===== src/rtl/fft_frame_scheduler.sv =====
// fft_frame_scheduler
// Shares one FFT core between NUM_CH sample streams. Each frame: round-robin
// grant, one config word, exactly FFT_LEN samples with a generated tlast, and
// a channel tag queued so the matching FFT output frame can be identified.
module fft_frame_scheduler #(
  parameter int NUM_CH       = 4,
  parameter int FFT_LEN      = 1024,
  parameter int DW           = 48,
  parameter int MAX_INFLIGHT = 4,
  parameter int CHW          = $clog2(NUM_CH)
) (
  input  logic                 sys_clk,
  input  logic                 sys_rst_n,
  input  logic [NUM_CH*DW-1:0] ch_tdata,
  input  logic [NUM_CH-1:0]    ch_tvalid,
  output logic [NUM_CH-1:0]    ch_tready,
  input  logic [NUM_CH-1:0]    ch_req,
  input  logic [NUM_CH-1:0]    ch_inv,
  output logic [7:0]           s_axis_config_tdata,
  output logic                 s_axis_config_tvalid,
  input  logic                 s_axis_config_tready,
  output logic [DW-1:0]        s_axis_data_tdata,
  output logic                 s_axis_data_tvalid,
  output logic                 s_axis_data_tlast,
  input  logic                 s_axis_data_tready,
  input  logic                 m_axis_data_tvalid,
  input  logic                 m_axis_data_tlast,
  input  logic                 event_tlast_unexpected,
  input  logic                 event_tlast_missing,
  output logic [CHW-1:0]       frame_ch_id,
  output logic                 frame_ch_vld,
  output logic                 busy,
  output logic                 err_flag
);

  localparam int LW = $clog2(FFT_LEN);
  // One pointer bit minimum so a single-entry tag queue still has legal widths.
  localparam int PW = (MAX_INFLIGHT > 1) ? $clog2(MAX_INFLIGHT) : 1;
  localparam int CW = $clog2(MAX_INFLIGHT + 1);
  localparam logic [LW-1:0] LAST_IDX = LW'(FFT_LEN - 1);
  localparam logic [CW-1:0] FULL_CNT = CW'(MAX_INFLIGHT);

  typedef enum logic [1:0] {
    ST_IDLE   = 2'd0,
    ST_CFG    = 2'd1,
    ST_STREAM = 2'd2
  } state_e;

  state_e            state_r, state_nxt_s;
  logic [CHW-1:0]    gnt_r, last_gnt_r;
  logic              cfg_fwd_r;
  logic [LW-1:0]     smp_cnt_r;
  logic [CHW-1:0]    tag_mem_r [2**PW];
  logic [PW-1:0]     wr_ptr_r, rd_ptr_r;
  logic [CW-1:0]     tag_cnt_r;
  logic              err_r;

  logic [NUM_CH-1:0] elig_s;
  logic [CHW-1:0]    pick_s, idx_s;
  logic              pick_vld_s, hit_s;
  logic              full_s, empty_s;
  logic              cfg_hs_s, data_hs_s, last_s;
  logic              push_s, pop_req_s, pop_s;

  assign full_s    = (tag_cnt_r == FULL_CNT);
  assign empty_s   = (tag_cnt_r == '0);
  assign cfg_hs_s  = (state_r == ST_CFG) & s_axis_config_tready;
  assign data_hs_s = (state_r == ST_STREAM) & ch_tvalid[gnt_r] & s_axis_data_tready;
  assign last_s    = (smp_cnt_r == LAST_IDX);
  assign push_s    = data_hs_s & last_s;
  assign pop_req_s = m_axis_data_tvalid & m_axis_data_tlast;
  assign pop_s     = pop_req_s & ~empty_s;

  // Round-robin pick: first eligible channel strictly after the last finished grant.
  always_comb begin
    elig_s     = ch_req & {NUM_CH{~full_s}};
    pick_s     = '0;
    pick_vld_s = 1'b0;
    idx_s      = '0;
    hit_s      = 1'b0;
    for (int i = 1; i <= NUM_CH; i++) begin
      idx_s      = CHW'((int'(last_gnt_r) + i) % NUM_CH);
      hit_s      = elig_s[idx_s] & ~pick_vld_s;
      pick_s     = hit_s ? idx_s : pick_s;
      pick_vld_s = pick_vld_s | elig_s[idx_s];
    end
  end

  // FSM state register.
  always_ff @(posedge sys_clk) begin
    if (!sys_rst_n) begin
      state_r <= ST_IDLE;
    end else begin
      state_r <= state_nxt_s;
    end
  end

  // FSM next-state logic; a granted frame always runs to its tlast.
  always_comb begin
    state_nxt_s = state_r;
    case (state_r)
      ST_IDLE: begin
        if (pick_vld_s) state_nxt_s = ST_CFG;
        else            state_nxt_s = ST_IDLE;
      end
      ST_CFG: begin
        if (cfg_hs_s) state_nxt_s = ST_STREAM;
        else          state_nxt_s = ST_CFG;
      end
      ST_STREAM: begin
        if (push_s) state_nxt_s = ST_IDLE;
        else        state_nxt_s = ST_STREAM;
      end
      default: state_nxt_s = ST_IDLE;
    endcase
  end

  // Grant bookkeeping, latched config direction and per-frame sample counter.
  always_ff @(posedge sys_clk) begin
    if (!sys_rst_n) begin
      gnt_r      <= '0;
      last_gnt_r <= CHW'(NUM_CH - 1);
      cfg_fwd_r  <= 1'b1;
      smp_cnt_r  <= '0;
    end else begin
      if ((state_r == ST_IDLE) && pick_vld_s) begin
        gnt_r     <= pick_s;
        cfg_fwd_r <= ~ch_inv[pick_s];
      end else begin
        gnt_r     <= gnt_r;
        cfg_fwd_r <= cfg_fwd_r;
      end
      if (push_s) last_gnt_r <= gnt_r;
      else        last_gnt_r <= last_gnt_r;
      if (state_r != ST_STREAM) smp_cnt_r <= '0;
      else if (data_hs_s)       smp_cnt_r <= last_s ? '0 : smp_cnt_r + LW'(1);
      else                      smp_cnt_r <= smp_cnt_r;
    end
  end

  // Output tag queue: pushed at frame end, popped as each FFT output frame ends.
  always_ff @(posedge sys_clk) begin
    if (!sys_rst_n) begin
      wr_ptr_r  <= '0;
      rd_ptr_r  <= '0;
      tag_cnt_r <= '0;
      for (int i = 0; i < 2**PW; i++) tag_mem_r[i] <= '0;
    end else begin
      if (push_s) begin
        tag_mem_r[wr_ptr_r] <= gnt_r;
        wr_ptr_r            <= wr_ptr_r + PW'(1);
      end else begin
        wr_ptr_r <= wr_ptr_r;
      end
      if (pop_s) rd_ptr_r <= rd_ptr_r + PW'(1);
      else       rd_ptr_r <= rd_ptr_r;
      case ({push_s, pop_s})
        2'b10:   tag_cnt_r <= tag_cnt_r + CW'(1);
        2'b01:   tag_cnt_r <= tag_cnt_r - CW'(1);
        default: tag_cnt_r <= tag_cnt_r;
      endcase
    end
  end

  // Sticky error: FFT framing events or a pop with nothing queued.
  always_ff @(posedge sys_clk) begin
    if (!sys_rst_n) begin
      err_r <= 1'b0;
    end else if (event_tlast_unexpected | event_tlast_missing | (pop_req_s & empty_s)) begin
      err_r <= 1'b1;
    end else begin
      err_r <= err_r;
    end
  end

  // Output decode: data path is a pure pass-through of the granted channel in STREAM.
  always_comb begin
    ch_tready          = '0;
    s_axis_data_tdata  = '0;
    s_axis_data_tvalid = 1'b0;
    s_axis_data_tlast  = 1'b0;
    if (state_r == ST_STREAM) begin
      ch_tready[gnt_r]   = s_axis_data_tready;
      s_axis_data_tdata  = ch_tdata[gnt_r*DW +: DW];
      s_axis_data_tvalid = ch_tvalid[gnt_r];
      s_axis_data_tlast  = last_s;
    end else begin
      ch_tready          = '0;
      s_axis_data_tvalid = 1'b0;
      s_axis_data_tlast  = 1'b0;
    end
    s_axis_config_tvalid = (state_r == ST_CFG);
    s_axis_config_tdata  = {7'b0, cfg_fwd_r};
    frame_ch_vld         = ~empty_s;
    frame_ch_id          = empty_s ? '0 : tag_mem_r[rd_ptr_r];
    busy                 = (state_r != ST_IDLE);
    err_flag             = err_r;
  end

endmodule


===== config.mk =====
export PLATFORM = sky130hd
export DESIGN_NAME = fft_frame_scheduler
export DESIGN_NICKNAME = d
export VERILOG_FILES = /design/src/rtl/fft_frame_scheduler.sv
export SDC_FILE = /design/constraint.sdc
export NUM_CORES = 1
export LEC_CHECK = 0
export ABC_AREA = 1
export BUFFER_PORTS_ARGS = -buffer_cell sky130_fd_sc_hd__buf_4
export CORE_MARGIN = 2
export CORE_UTILIZATION = 30
export DETAILED_ROUTE_END_ITERATION = 7
export PLACE_DENSITY_LB_ADDON = 0.25
export SYNTH_ARGS = -nofsm -noshare
export SYNTH_HDL_FRONTEND = slang
export SYNTH_SLANG_ARGS = --single-unit

===== constraint.sdc =====
create_clock -name sys_clk -period 3.3 [get_ports sys_clk]
set_input_delay 0.165 -clock sys_clk [delete_from_list [all_inputs] [get_ports sys_clk]]
set_output_delay 0.165 -clock sys_clk [all_outputs]
set_load 0.01 [all_outputs]

Yosys cells after proc, flatten, opt, wreduce, memory -nomap -nowiden
Memory sizes are Yosys's and may differ from the RTL's. A register that Yosys moved wholly into a read port is not among the register bits.
Cells that the tools add are included.
Widths: inputs -> output; s select.
{"block": "op_classes", "add_sub_neg": 9, "mul": 1, "magnitude_cmp": 7, "eq_ne": 7, "shift": 1, "muxes": 38, "bitwise": 24, "n_reduce_logical": 8}
{"cell": "$shiftx 192x9->48", "n": 1}
{"cell": "$mux 48", "n": 1}
{"cell": "$mux 2", "n": 11}
{"cell": "$lt 2x3->1 const B", "n": 6}
{"cell": "$mux 1", "n": 15}
{"cell": "$bmux 1 s2", "n": 6}
{"cell": "$add 10x1->10 const B", "n": 1}
{"cell": "$and 1x1->1", "n": 10}
{"cell": "$eq 10x10->1 const B", "n": 1}
{"cell": "$mux 10", "n": 1}
{"cell": "$add 2x1->2 const B", "n": 4}
{"cell": "$and 4x4->4", "n": 2}
{"cell": "$not 1->1", "n": 7}
{"cell": "$pmux 2 s3", "n": 1}
{"cell": "$pmux 3 s2", "n": 1}
{"cell": "$or 1x1->1", "n": 5}
{"cell": "$add 2x2->2 const B", "n": 2}
{"cell": "$eq 2x1->1 const B", "n": 2}
{"cell": "$eq 2x2->1 const B", "n": 2}
{"cell": "$mul 2x2->4 const B", "n": 1}
{"cell": "$mux 4", "n": 1}
{"cell": "$reduce_bool 2->1", "n": 2}
{"cell": "$reduce_or 2->1", "n": 2}
{"cell": "$add 3x1->3 const B", "n": 1}
{"cell": "8 further kinds", "n": 9}
{"block": "word_totals", "regBits": 25, "ram_bits": 8, "input_bits": 212, "output_inout_bits": 68, "word_cells": 105, "memories": 1}
{"memory": "tag_mem_r", "words": 4, "width": 2, "read_ports": 1, "rd_clocked_by_memory_dff": 1, "write_ports": 4, "line_no": "53", "source": "logic [CHW-1:0] tag_mem_r [2**PW];"}

Longest topological paths before layout
Gate-level depths: netlist of the first run.
{"block": "logic_depth", "depth_word": 13, "mapped_depth": 15, "ltp_nobuf": 15}

Worst setup path after synthesis of the first run
Ideal clock, no wire load.
{"block": "synth_path", "path_kind": "register to register", "startpoint": "reg smp_cnt_r[0]", "endpoint": "reg tag_cnt_r[1]", "setup_ns": 0.070, "arrival_ns": 2.072, "required_ns": 3.230, "path_slack_ns": 1.158, "stages_incl_launch_ff": 13, "n_path_buf": 0, "synth_period_minus_slack_ns": 2.142, "cell_sequence": "dfxtp_1 -> ha_1 -> nand2_1 -> nor3_1 -> inv_1 -> nor4_1 -> inv_1 -> nor2_2 -> inv_1 -> ha_1 -> inv_1 -> fa_1 -> a21oi_1"}
{"block": "synth_between", "elab_chain_len": 4, "word_cells_on_any_way": 6, "cone_classes": "eq/ne: 3; mux: 1; bitwise: 1; reduce/logical: 1"}
{"item": "start, declared", "line_no": "52", "source": "logic [LW-1:0] smp_cnt_r;"}
{"item": "start signal, assigned", "line_no": "136", "source": "else if (data_hs_s) smp_cnt_r <= last_s ? '0 : smp_cnt_r + LW'(1);"}
{"item": "start signal, assigned", "line_no": "137", "source": "else smp_cnt_r <= smp_cnt_r;"}
{"item": "$eq 10x10->1 (*)", "line_no": "69", "source": "assign last_s = (smp_cnt_r == LAST_IDX);"}
{"item": "$and 1x1->1 (*)", "line_no": "70", "source": "assign push_s = data_hs_s & last_s;"}
{"item": "$eq 2x1->1 or $eq 2x2->1 (tied branches)", "line_no": "157", "source": "case ({push_s, pop_s})"}
{"item": "$pmux 3 s2 or $reduce_bool 2->1 (tied branches)"}
{"item": "end signal, assigned", "line_no": "158", "source": "2'b10: tag_cnt_r <= tag_cnt_r + CW'(1);"}
{"item": "end signal, assigned", "line_no": "159", "source": "2'b01: tag_cnt_r <= tag_cnt_r - CW'(1);"}
{"item": "end signal, assigned", "line_no": "160", "source": "default: tag_cnt_r <= tag_cnt_r;"}
{"item": "end, declared", "line_no": "55", "source": "logic [CW-1:0] tag_cnt_r;"}
Mark *: on every way between the ends. The rest lies on a longest branch, timed or not.
A chain may end at the register's enable or synchronous reset.

Final worst setup path of the first run
{"block": "layout_path", "startpoint": "reg gnt_r[0]", "endpoint": "reg tag_cnt_r[2]"}
{"block": "layout_between", "elab_chain_len": 7, "word_cells_on_any_way": 9, "cone_classes": "eq/ne: 2; mux: 3; bitwise: 3; reduce/logical: 1"}
{"item": "start, declared", "line_no": "50", "source": "logic [CHW-1:0] gnt_r, last_gnt_r;"}
{"item": "start signal, assigned", "line_no": "127", "source": "gnt_r <= pick_s;"}
{"item": "start signal, assigned", "line_no": "130", "source": "gnt_r <= gnt_r;"}
{"item": "$bmux 1 s2 (*)", "line_no": "68", "source": "assign data_hs_s = (state_r == ST_STREAM) & ch_tvalid[gnt_r] & s_axis_data_tready;"}
{"item": "$mux 1 (implied by the code) (*)", "line_no": "68"}
{"item": "$and 1x1->1 (*) (2 in series)", "line_no": "68"}
{"item": "$and 1x1->1 (*)", "line_no": "70"}
{"item": "$eq 2x1->1 or $eq 2x2->1 (tied branches)", "line_no": "157"}
{"item": "$pmux 3 s2 or $reduce_bool 2->1 (tied branches)"}
Mark *: on every way between the ends. The rest lies on a longest branch, timed or not. The select of a mux whose other input is x is not followed.

==> results.md, run 1 <==
- Total clock sinks: 35
- Overall routed net length: 15500 µm
- Cell depth of the worst min-delay path: 3
- Root Driver: sky130_fd_sc_hd__clkbuf_8
- Iter 0 DRT Violations: 368
- Portion of the post-synthesis area used by sequential elements: 0.238
- Main flop type after synthesis: sky130_fd_sc_hd__dfxtp_1
- Post-layout nets: 972
- Number of diodes: 0
- Number of top-level pins: 280
- Hold bufs inserted after CTS: 0
- Post-route core utilization: 0.507
- Top cell types by occurrence after synthesis: sky130_fd_sc_hd__nand3_1 (127), sky130_fd_sc_hd__nand2_1 (56), sky130_fd_sc_hd__a22oi_1 (50), sky130_fd_sc_hd__a31oi_1 (50), sky130_fd_sc_hd__inv_1 (35)
- Period utilisation layout: 0.773
- Async set-or-reset flop fraction in the synthesized netlist: 0
- Number of port buffers: 272
- Synth top area share: 0.194
- Site row count: 38
- Detailed Routing Iterations Pass 1: 5
- Clock insertion delay at the later pin of the skew report: 0.29 ns
- Power per standard cell area: 268 nW/µm²
- Resize count post-CTS: 0
- Floorplan die height: 109 µm
- Final hold violations: 0
- Count of flip-flops with a built-in enable after synthesis: 8
- Highest fanout seen on the critical path: 27
- TritonCTS clock tree: yes
- H-Tree Level Count: 2
- Share of cell area taken by muxes after synthesis: 0
- Worst Setup End Kind: flip-flop
- Worst setup SP type: flip-flop
- Wire length of the first global-routing pass: 22800 µm
- Wire length per cell: 17.2 µm
- Final setup skew: 0.00738 ns
- Placer's final routability congestion estimate: 0.910
- Pin count of the biggest net entering global routing: 86
- Post-Synth Adder-Cell Area: 0.0137
- Worst-case headroom to the max-slew limit: 0.446
- Flop and latch count out of synthesis: 35
- Placement-stage worst setup slack: 0.779 ns
- Number of DRC violations after detailed routing: 0
- Number of global-route vias before repair: 4418
- Avg Synthesized Cell Area: 6.39 µm²
- Vias after detailed routing: 4780
- Detailed Place HPWL: 12400 µm
- Arrival time of the worst setup path: 2.73 ns
- Maximum clock path buffer count: 2
- Hold Slack: 0.124 ns
- Crit path cell chain: buf_4, nor2_4, a22oi_2, nand3_2, nand2_4, nor2_2, inv_1, ha_1, inv_1, fa_1, a21oi_1, o21ai_0, o21ai_0, a21oi_1
- Area fraction in and, or, nand and nor cells after synthesis: 0.351
- Area share of xor/xnor cells in the synthesized design: 0.00802
- Clock edge transition at the registers on the reported setup and hold paths: 0.07 ns
- Count of final setup violators: 0
- Class of the tightest hold or removal check: in2reg
- Compound-gate portion of the synthesized area: 0.273
- Leakage: 2.41 nW
- Post-DR vias/cell: 5.32
- Standard cell with the maximum stage delay on the critical path: sky130_fd_sc_hd__fa_1
- Total global routing overflow: 0
- Maximum VDD drop: 0.159 mV
- Floorplan Core Area: 10700 µm²
- Post-Syn Area: 3280 µm²
- Minimum clock period: 2.55 ns
- Initial antenna violation count: 0
- Width of the die: 109 µm
- Slew of the pin with the lowest slew margin: 0.831 ns
- Area of the die: 11800 µm²
- Overall power: 1.46 mW
- Cell count of the worst reg-to-reg path: 14
- Number of buffers added by the clock tree synthesis step: 5
- Outcome: completed
- Antenna Violating Nets Remaining: 0
- Post-synthesis cell count: 513
- Yosys top cell by area: sky130_fd_sc_hd__nand3_1
- Max-cap check violation count: 0
- Share of layout cells above drive strength 1: 0.409
- Highest cell delay on the worst timing path: 0.38 ns
- Most used standard cell by instance count after synthesis: sky130_fd_sc_hd__nand3_1
- GR Util All Layers: 0.246
- Combinational family with the most area after synthesis: simple AND/OR/NAND/NOR gates
- Synthesis-to-layout area growth: 66.3%
- Achievable frequency: 392 MHz
- Final-layout setup total negative slack: 0 ns
- Final max-slew violation count: 0
- Effective utilization at floorplan: 0.305
- Setup Crit Path Kind: reg2reg
- Buffers inserted during post-CTS setup optimization: 0
- WP data required: 3.47 ns
- Count of different cell masters after synthesis: 34
- Setup repair after global routing missed its margin: false
- Main area contributors after synthesis: sky130_fd_sc_hd__nand3_1 (19%), sky130_fd_sc_hd__dfxtp_1 (16%), sky130_fd_sc_hd__a22oi_1 (11%)
- Final worst setup slack: 0.748 ns
- Yosys warns: 0
[state kept, by name, summed over array words and instances, names as in the netlist, named ones only]
signal and count:
cfg_fwd_r 1, last_gnt_r 2, gnt_r 2, smp_cnt_r 10, rd_ptr_r 2, wr_ptr_r 2, state_r 2, tag_cnt_r 3
tag_mem_r 8, err_flag 1
[layout by cell type (no fill, tap or decap), types with 3 or more instances in the layout]
cell type and n:
sky130_fd_sc_hd__o21ai_0 13, sky130_fd_sc_hd__buf_4 279, sky130_fd_sc_hd__conb_1 7, sky130_fd_sc_hd__edfxtp_1 8, sky130_fd_sc_hd__dfxtp_1 25, sky130_fd_sc_hd__inv_1 35, sky130_fd_sc_hd__nor3_1 10, sky130_fd_sc_hd__clkbuf_8 5
sky130_fd_sc_hd__inv_2 6, sky130_fd_sc_hd__a31oi_1 50, sky130_fd_sc_hd__nand4_1 3, sky130_fd_sc_hd__nor2_1 30, sky130_fd_sc_hd__xor2_1 3, sky130_fd_sc_hd__a21oi_1 20, sky130_fd_sc_hd__nand3_1 127, sky130_fd_sc_hd__nand2_2 5
sky130_fd_sc_hd__nand2_1 56, sky130_fd_sc_hd__nor2_2 5, sky130_fd_sc_hd__a22oi_1 50
[worst paths after layout]
check	start	to	slack, ns
setup / recovery	gnt_r[0]$_SDFFE_PN0P_	tag_cnt_r[2]$_SDFFE_PN0P_	0.75
hold / removal	s_axis_config_tready	state_r[1]$_SDFF_PN0_	0.12
setup reg to reg	gnt_r[0]$_SDFFE_PN0P_	tag_cnt_r[2]$_SDFFE_PN0P_	0.75
hold reg to reg	rd_ptr_r[1]$_SDFFE_PN0P_	flip-flop	0.48
[routing by layer]
layer	wire [µm]	global-route usage	share of wire	up-vias
met2	7960	0.430	0.51	216
met4	372	0.0788	0.024	0
met3	1330	0.0687	0.086	29
met1	5810	0.290	0.38	2195
met5	0	0	0	-
li1	-	-	-	2340
[layout make-up]
| cell class | count | area, µm² |
|---|---|---|
| clock inverters | 3 | 20.0 |
| inverters | 41 | 154 |
| fillers | 1115 | 5290 |
| well taps | 140 | 175 |
| multi-input cells | 395 | 2150 |
| repair buffers | 279 | 2090 |
| flip-flops and latches | 35 | 786 |
| clock buffers | 5 | 68.8 |
[worst max-delay path, delay by kind of cell (launching register included)]
| family | cells | cell delay, ns |
|---|---|---|
| AOI/OAI and AO/OA | 5 | 0.71 |
| adders and majority gates | 2 | 0.52 |
| buffers and inverters | 3 | 0.44 |
| and+or+nand+nor | 4 | 0.42 |
| DFF | 1 | 0.34 |
[where the power goes]
| group | leakage (nW) | internal [mW] | switching [mW] |
|---|---|---|---|
| Sequential | 0.296 | 0.451 | 0.0161 |
| Combinational | 2.07 | 0.316 | 0.359 |
| Clock | 0.0402 | 0.147 | 0.170 |
| Total | 2.41 | 0.914 | 0.545 |
[per-stage QoR]
stage | cell area [µm²] | instances
after floorplan | 3300 | 519
after global placement | 5360 | 890
after detailed placement | 5360 | 890
after CTS | 5450 | 898
after global routing | 5450 | 898
final | 5450 | 898
[kinds of logic after synthesis]
logic type	Yosys count
and+or+nand+nor	244
AOI/OAI and AO/OA	138
adders and majority gates	3
DFF	35
other	1
xor gates and xnor gates	3
buffers and inverters	89
Power figures use the tool's default switching activity.
==> run 2, diff against run 1 <==
- clock period: 3.3 -> 2.1 ns (I/O delays scaled with it)
==> run 2 against run 1 <==
Compared with the run above:
- the flow now finishes with violations (setup timing)
- wire length rose by 3.4%
- clock skew about the same
- sequential power is 55% higher
- flip-flop and latch count unchanged
- via count is 4.6% higher
- critical path type unchanged
- cell count rose by 3.2%
==> results.md, run 2 (synthesized netlist as in run 1, its figures left out) <==
- Synthesis-to-layout area growth: 76.7%
- Number of global-route vias before repair: 4615
- Violations in the final reports: setup timing
- End point of the most critical hold path: state_r[1]$_SDFF_PN0_
- GR Util All Layers: 0.252
- Final hold violations: 0
- Total clock sinks: 35
- Overall routed net length: 16000 µm
- Final setup skew: 0.00769 ns
- Number of DRC violations after detailed routing: 0
- Pin count of the biggest net entering global routing: 64
- Leakage: 2.58 nW
- TritonCTS clock tree: yes
- Number of port buffers: 272
- Effective utilization at floorplan: 0.305
- Wire length of the first global-routing pass: 23400 µm
- HP Start: s_axis_config_tready
- Vias after detailed routing: 5000
- Detailed Place HPWL: 12500 µm
- Site row count: 38
- Class of the tightest hold or removal check: in2reg
- Placement-stage worst setup slack: -0.0982 ns
- Slew of the pin with the lowest slew margin: 0.573 ns
- Post-route core utilization: 0.539
- Initial antenna violation count: 0
- Highest fanout seen on the critical path: 2
- WP data required: 2.32 ns
- Worst setup SP type: flip-flop
- Placer's final routability congestion estimate: 0.888
- Post-layout instance count excluding filler cells: 927
- Final max-slew violation count: 0
- Share of layout cells above drive strength 1: 0.456
- Origin of the critical flop-to-flop path: smp_cnt_r[1]$_SDFFE_PP0P_
- Hold bufs inserted after CTS: 0
- Setup Crit Path Kind: reg2reg
- Final worst setup slack: -0.0608 ns
- Post-layout nets: 1001
- Most common library cell in the layout ignoring fill and taps: sky130_fd_sc_hd__buf_4
- Iter 0 DRT Violations: 403
- Achievable frequency: 463 MHz
- Post-route design area: 5790 µm²
- Width of the die: 109 µm
- Clock insertion delay at the later pin of the skew report: 0.29 ns
- Maximum clock path buffer count: 2
- Count of final setup violators: 4
- Number of diodes: 0
- Number of top-level pins: 280
- FILL cells: 1063
- Arrival time of the worst setup path: 2.38 ns
- Antenna Violating Nets Remaining: 0
- Maximum VDD drop: 0.258 mV
- Clock edge transition at the registers on the reported setup and hold paths: 0.07 ns
- Worst-case headroom to the max-slew limit: 0.618
- Number of buffers added by the clock tree synthesis step: 5
- Floorplan Core Area: 10700 µm²
- Max-cap check violation count: 0
- Post-DR vias/cell: 5.39
- Placed cell count: 908
- Wire length per cell: 17.3 µm
- Setup repair after global routing missed its margin: true
- Cell depth of the worst min-delay path: 3
- Total global routing overflow: 0
- H-Tree Level Count: 2
- Largest register by flop count: smp_cnt_r
- Minimum clock period: 2.16 ns
- Cell count of the worst reg-to-reg path: 12
- Flip-flop count of the largest register, all copies and words added: 10
- Area of the die: 11800 µm²
- Largest regs: smp_cnt_r (10), tag_mem_r (8), tag_cnt_r (3)
- Detailed Routing Iterations Pass 1: 6
- Worst Setup End Kind: flip-flop
- Register-to-register path setup slack: -0.06 ns
- Overall power: 2.30 mW
- Root Driver: sky130_fd_sc_hd__clkbuf_8
- Period utilisation layout: 1.03
- Placement-stage cell area: 5520 µm²
- Outcome: finished with violations
- Power per standard cell area: 396 nW/µm²
- Most frequent cells in the layout: sky130_fd_sc_hd__buf_4 (303), sky130_fd_sc_hd__nand3_1 (127), sky130_fd_sc_hd__nand2_1 (52)
- Capture instance of the worst register-to-register path: tag_cnt_r[1]$_SDFFE_PN0P_
- Floorplan die height: 109 µm
## run 2: cell count changes in the layout (fill, tap and decap cells not counted), sizes merged
| cell | previous run | this run |
|---|---|---|
| clkinvlp | 2 | 1 |
| buf | 279 | 308 |
| clkbuf | 5 | 6 |
## run 2: how the worst max path moves through the flow
stage                                   start                         to  cells after the start
floorplan           smp_cnt_r[0]$_SDFFE_PP0P_  tag_cnt_r[1]$_SDFFE_PN0P_                     12
global placement    smp_cnt_r[0]$_SDFFE_PP0P_  tag_cnt_r[2]$_SDFFE_PN0P_                     15
detailed placement  smp_cnt_r[0]$_SDFFE_PP0P_  tag_cnt_r[2]$_SDFFE_PN0P_                     15
CTS                     gnt_r[1]$_SDFFE_PN0P_       s_axis_data_tdata[9]                      4
global route        smp_cnt_r[1]$_SDFFE_PP0P_  tag_cnt_r[2]$_SDFFE_PN0P_                     15
finish              smp_cnt_r[1]$_SDFFE_PP0P_  tag_cnt_r[1]$_SDFFE_PN0P_                     12
## run 2: final cells by class
class / instances / area, µm² / area share
sequential: 35 / 792 / 0.137
inverter: 41 / 156 / 0.0270
timing repair buffer: 308 / 2330 / 0.402
clock inverter: 2 / 12.5 / 0.00216
clock buffer: 6 / 72.6 / 0.0125
tap: 140 / 175 / 0.0302
multi-input combinational: 395 / 2250 / 0.389
## run 2: routing by layer
metal | routed length [µm] | up-vias | track usage
met5 | 0 | - | 0
met4 | 476 | 0 | 0.0897
met3 | 1210 | 24 | 0.0458
met2 | 8380 | 239 | 0.443
met1 | 5930 | 2337 | 0.305
li1 | - | 2400 | -
## run 2: power by group
group / internal [mW] / switching, mW / total, mW
Combinational: 0.514 / 0.577 / 1.09
Clock: 0.232 / 0.247 / 0.478
Sequential: 0.708 / 0.0183 / 0.726
Total: 1.45 / 0.842 / 2.30
## run 2: worst max-delay path, stage by stage, from the launching register on
cell and delay [ns]:
sky130_fd_sc_hd__dfxtp_2 0.36, sky130_fd_sc_hd__ha_4 0.15, sky130_fd_sc_hd__nand2_4 0.05, sky130_fd_sc_hd__nor3_2 0.16, sky130_fd_sc_hd__inv_1 0.09, sky130_fd_sc_hd__nor4_2 0.21
sky130_fd_sc_hd__inv_1 0.11, sky130_fd_sc_hd__nor2_4 0.13, sky130_fd_sc_hd__inv_2 0.06, sky130_fd_sc_hd__ha_4 0.16, sky130_fd_sc_hd__inv_4 0.05, sky130_fd_sc_hd__fa_2 0.43
sky130_fd_sc_hd__a21oi_2 0.12
## run 2: timing repair
| action | CTS | global route |
|---|---|---|
| pin swaps | 2 | 8 |
| setup endpoints to repair | 4 | 19 |
| gates resized for setup | 6 | 25 |
| setup buffers | 6 | 5 |
| endpoints found under the hold margin | 0 | 0 |
## run 2: per-stage QoR
step	hold slack (ns)	setup TNS [ns]
3_5_place_dp	0.365	-0.175
3_3_place_gp	0.363	-0.0459
4_1_cts	0.0596	0
6_report	0.0598	-0.204
2_1_floorplan	0.244	-0.0129
5_1_grt	0.0720	-2.02
==> run 3, diff against run 2 <==
==> constraint.sdc (replaced) <==
create_clock -name sys_clk -period 2.1 [get_ports sys_clk]
set_input_delay 0.315 -clock sys_clk [delete_from_list [all_inputs] [get_ports sys_clk]]
set_output_delay 0.315 -clock sys_clk [all_outputs]
set_load 0.01 [all_outputs]
==> run 3 against run 2 <==
Compared with the run above:
- the run still ends with setup timing left
- clock power up 27%
- power up 12%
- clock-buffer cell count down 1
- global-route usage down 0.13 points
- largest cell class unchanged
- critical path type unchanged
- critical endpoint is now tag_cnt_r[2]$_SDFFE_PN0P_
- critical path depth up 2
- maximum frequency up 1.7%
- wire length up 5.0%
- worst hold slack better by 0.23 ns
- first-iteration DRC count up 26%
==> results.md, run 3 (synthesized netlist as in run 1, its figures left out) <==
- Outcome: finished with violations
- Violations in the final reports: setup timing
- Clock insertion delay at the later pin of the skew report: 0.29 ns
- Number of top-level pins: 280
- Highest fanout seen on the critical path: 5
- Maximum clock path buffer count: 2
- Final hold violations: 0
- H-Tree Level Count: 2
- Floorplan die height: 109 µm
- Class of the tightest hold or removal check: in2reg
- Initial antenna violation count: 0
- Flip-flop count of the largest register, all copies and words added: 10
- Minimum clock period: 2.13 ns
- Worst setup SP type: flip-flop
- Total clock sinks: 35
- Wire length per cell: 17.9 µm
- Final-layout setup total negative slack: -0.0423 ns
- Leakage: 2.67 nW
- Antenna Violating Nets Remaining: 0
- Root Driver: sky130_fd_sc_hd__clkbuf_8
- Hold Slack: 0.294 ns
- Most frequent cells in the layout: sky130_fd_sc_hd__buf_4 (310), sky130_fd_sc_hd__nand3_1 (126), sky130_fd_sc_hd__nand2_1 (55)
- Detailed Place HPWL: 12600 µm
- Most common library cell in the layout ignoring fill and taps: sky130_fd_sc_hd__buf_4
- Final setup skew: 0.00733 ns
- Wire length of the first global-routing pass: 23300 µm
- Detailed Routing Iterations Pass 1: 6
- Floorplan Core Area: 10700 µm²
- HP Start: s_axis_config_tready
- WP data required: 2.28 ns
- CP startpoint: gnt_r[0]$_SDFFE_PN0P_
- Clock edge transition at the registers on the reported setup and hold paths: 0.08 ns
- Final worst setup slack: -0.0252 ns
- Number of diodes: 0
- Number of buffers added by the clock tree synthesis step: 5
- Post-layout nets: 1013
- Final max-slew violation count: 0
- Width of the die: 109 µm
- GR Util All Layers: 0.250
- FILL cells: 1029
- Largest register by flop count: smp_cnt_r
- Power per standard cell area: 427 nW/µm²
- Max-cap check violation count: 0
- Overall routed net length: 16800 µm
- Area of the die: 11800 µm²
- Setup repair after global routing missed its margin: true
- Total global routing overflow: 0
- Vias after detailed routing: 5047
- Iter 0 DRT Violations: 508
- Number of port buffers: 272
- Synthesis-to-layout area growth: 82.7%
- Hold bufs inserted after CTS: 0
- Global routing usage on met2: 0.447
- Pin count of the biggest net entering global routing: 82
- Site row count: 38
- Effective utilization at floorplan: 0.305
- Largest regs: smp_cnt_r (10), tag_mem_r (8), tag_cnt_r (3)
- Worst Setup End Kind: flip-flop
- Period utilisation layout: 1.01
- Number of global-route vias before repair: 4715
- Maximum VDD drop: 0.385 mV
- Arrival time of the worst setup path: 2.30 ns
- Origin of the critical flop-to-flop path: gnt_r[0]$_SDFFE_PN0P_
- Setup Crit Path Kind: reg2reg
- Global-route layer with the greatest usage: met2
- Count of final setup violators: 2
- TritonCTS clock tree: yes
- Placer's final routability congestion estimate: 0.881
- GR met1 Demand/Resource: 0.301
- Post-DR vias/cell: 5.37
- GR met3 Demand/Resource: 0.0350
- Share of layout cells above drive strength 1: 0.461
- Achievable frequency: 471 MHz
- Number of DRC violations after detailed routing: 0
run 3: cell count changes in the layout (fill, tap and decap cells not counted), moves of 2 or more:
cell,previous run,this run
sky130_fd_sc_hd__dfxtp_2,3,1
sky130_fd_sc_hd__buf_4,303,310
sky130_fd_sc_hd__buf_12,0,4
sky130_fd_sc_hd__a31oi_2,0,2
sky130_fd_sc_hd__nor2_4,5,3
sky130_fd_sc_hd__nand2_1,52,55
sky130_fd_sc_hd__buf_6,5,2
sky130_fd_sc_hd__a31oi_1,50,48
sky130_fd_sc_hd__nand2_4,3,1
sky130_fd_sc_hd__clkbuf_16,0,3
run 3: final timing paths:
kind | end | slack (ns) | depth (start not counted)
setup / recovery | tag_cnt_r[2]$_SDFFE_PN0P_ | -0.03 | 14
hold / removal | state_r[1]$_SDFF_PN0_ | 0.29 | 3
setup reg to reg | tag_cnt_r[2]$_SDFFE_PN0P_ | -0.03 | 14
hold reg to reg | rd_ptr_r[1]$_SDFFE_PN0P_ | 0.47 | 2
run 3: metrics by stage:
| step | std cells | cell area [µm²] | setup WS (ns) | utilization | power, mW |
|---|---|---|---|---|---|
| 5_1_grt | 939 | 5990 | -0.132 | 0.558 | 2.69 |
| 3_5_place_dp | 915 | 5570 | -0.0872 | 0.518 | 1.82 |
| 6_report | 939 | 5990 | -0.0252 | 0.558 | 2.56 |
| 2_1_floorplan | 519 | 3320 | -0.00856 | - | 1.28 |
| 3_3_place_gp | 915 | 5570 | -0.0332 | 0.518 | 1.80 |
| 4_1_cts | 930 | 5800 | -0.0134 | 0.540 | 2.45 |
run 3: layout make-up:
type	count	area, µm²	area share
tap	140	175	0.0292
multi-input combinational	395	2230	0.372
clock buffer	5	68.8	0.0115
inverter	41	159	0.0265
sequential	35	793	0.132
timing repair buffer	320	2520	0.421
clock inverter	3	43.8	0.00731
run 3: what timing repair did:
action                     CTS  global route
resized for setup           17            17
cloned                       0             3
pin swaps                    4            13
setup endpoints to repair   50            14
setup buffers                7             7
run 3: layer usage:
layer,vias to the layer above,part of all wire
met3,31,0.071
met4,0,0.030
met1,2346,0.38
li1,2422,-
met2,248,0.52
met5,-,0
run 3: power by group:
part / leakage (nW) / switching [mW] / internal (mW)
clock: 0.0581 / 0.254 / 0.353
combinational: 2.31 / 0.621 / 0.604
sequential: 0.298 / 0.0212 / 0.708
total: 2.67 / 0.896 / 1.67
run 3: worst max-delay path, cell delays in order, from the launching register on:
cell and delay [ns]:
sky130_fd_sc_hd__dfxtp_4 0.38, sky130_fd_sc_hd__inv_4 0.08, sky130_fd_sc_hd__nor2_4 0.06, sky130_fd_sc_hd__a22oi_2 0.18, sky130_fd_sc_hd__nand3_2 0.13, sky130_fd_sc_hd__nand2_4 0.08
sky130_fd_sc_hd__nor2_2 0.04, sky130_fd_sc_hd__inv_2 0.07, sky130_fd_sc_hd__ha_4 0.14, sky130_fd_sc_hd__inv_4 0.04, sky130_fd_sc_hd__fa_2 0.38, sky130_fd_sc_hd__a21oi_2 0.17
sky130_fd_sc_hd__o21ai_2 0.08, sky130_fd_sc_hd__o21ai_1 0.13, sky130_fd_sc_hd__a21oi_1 0.05
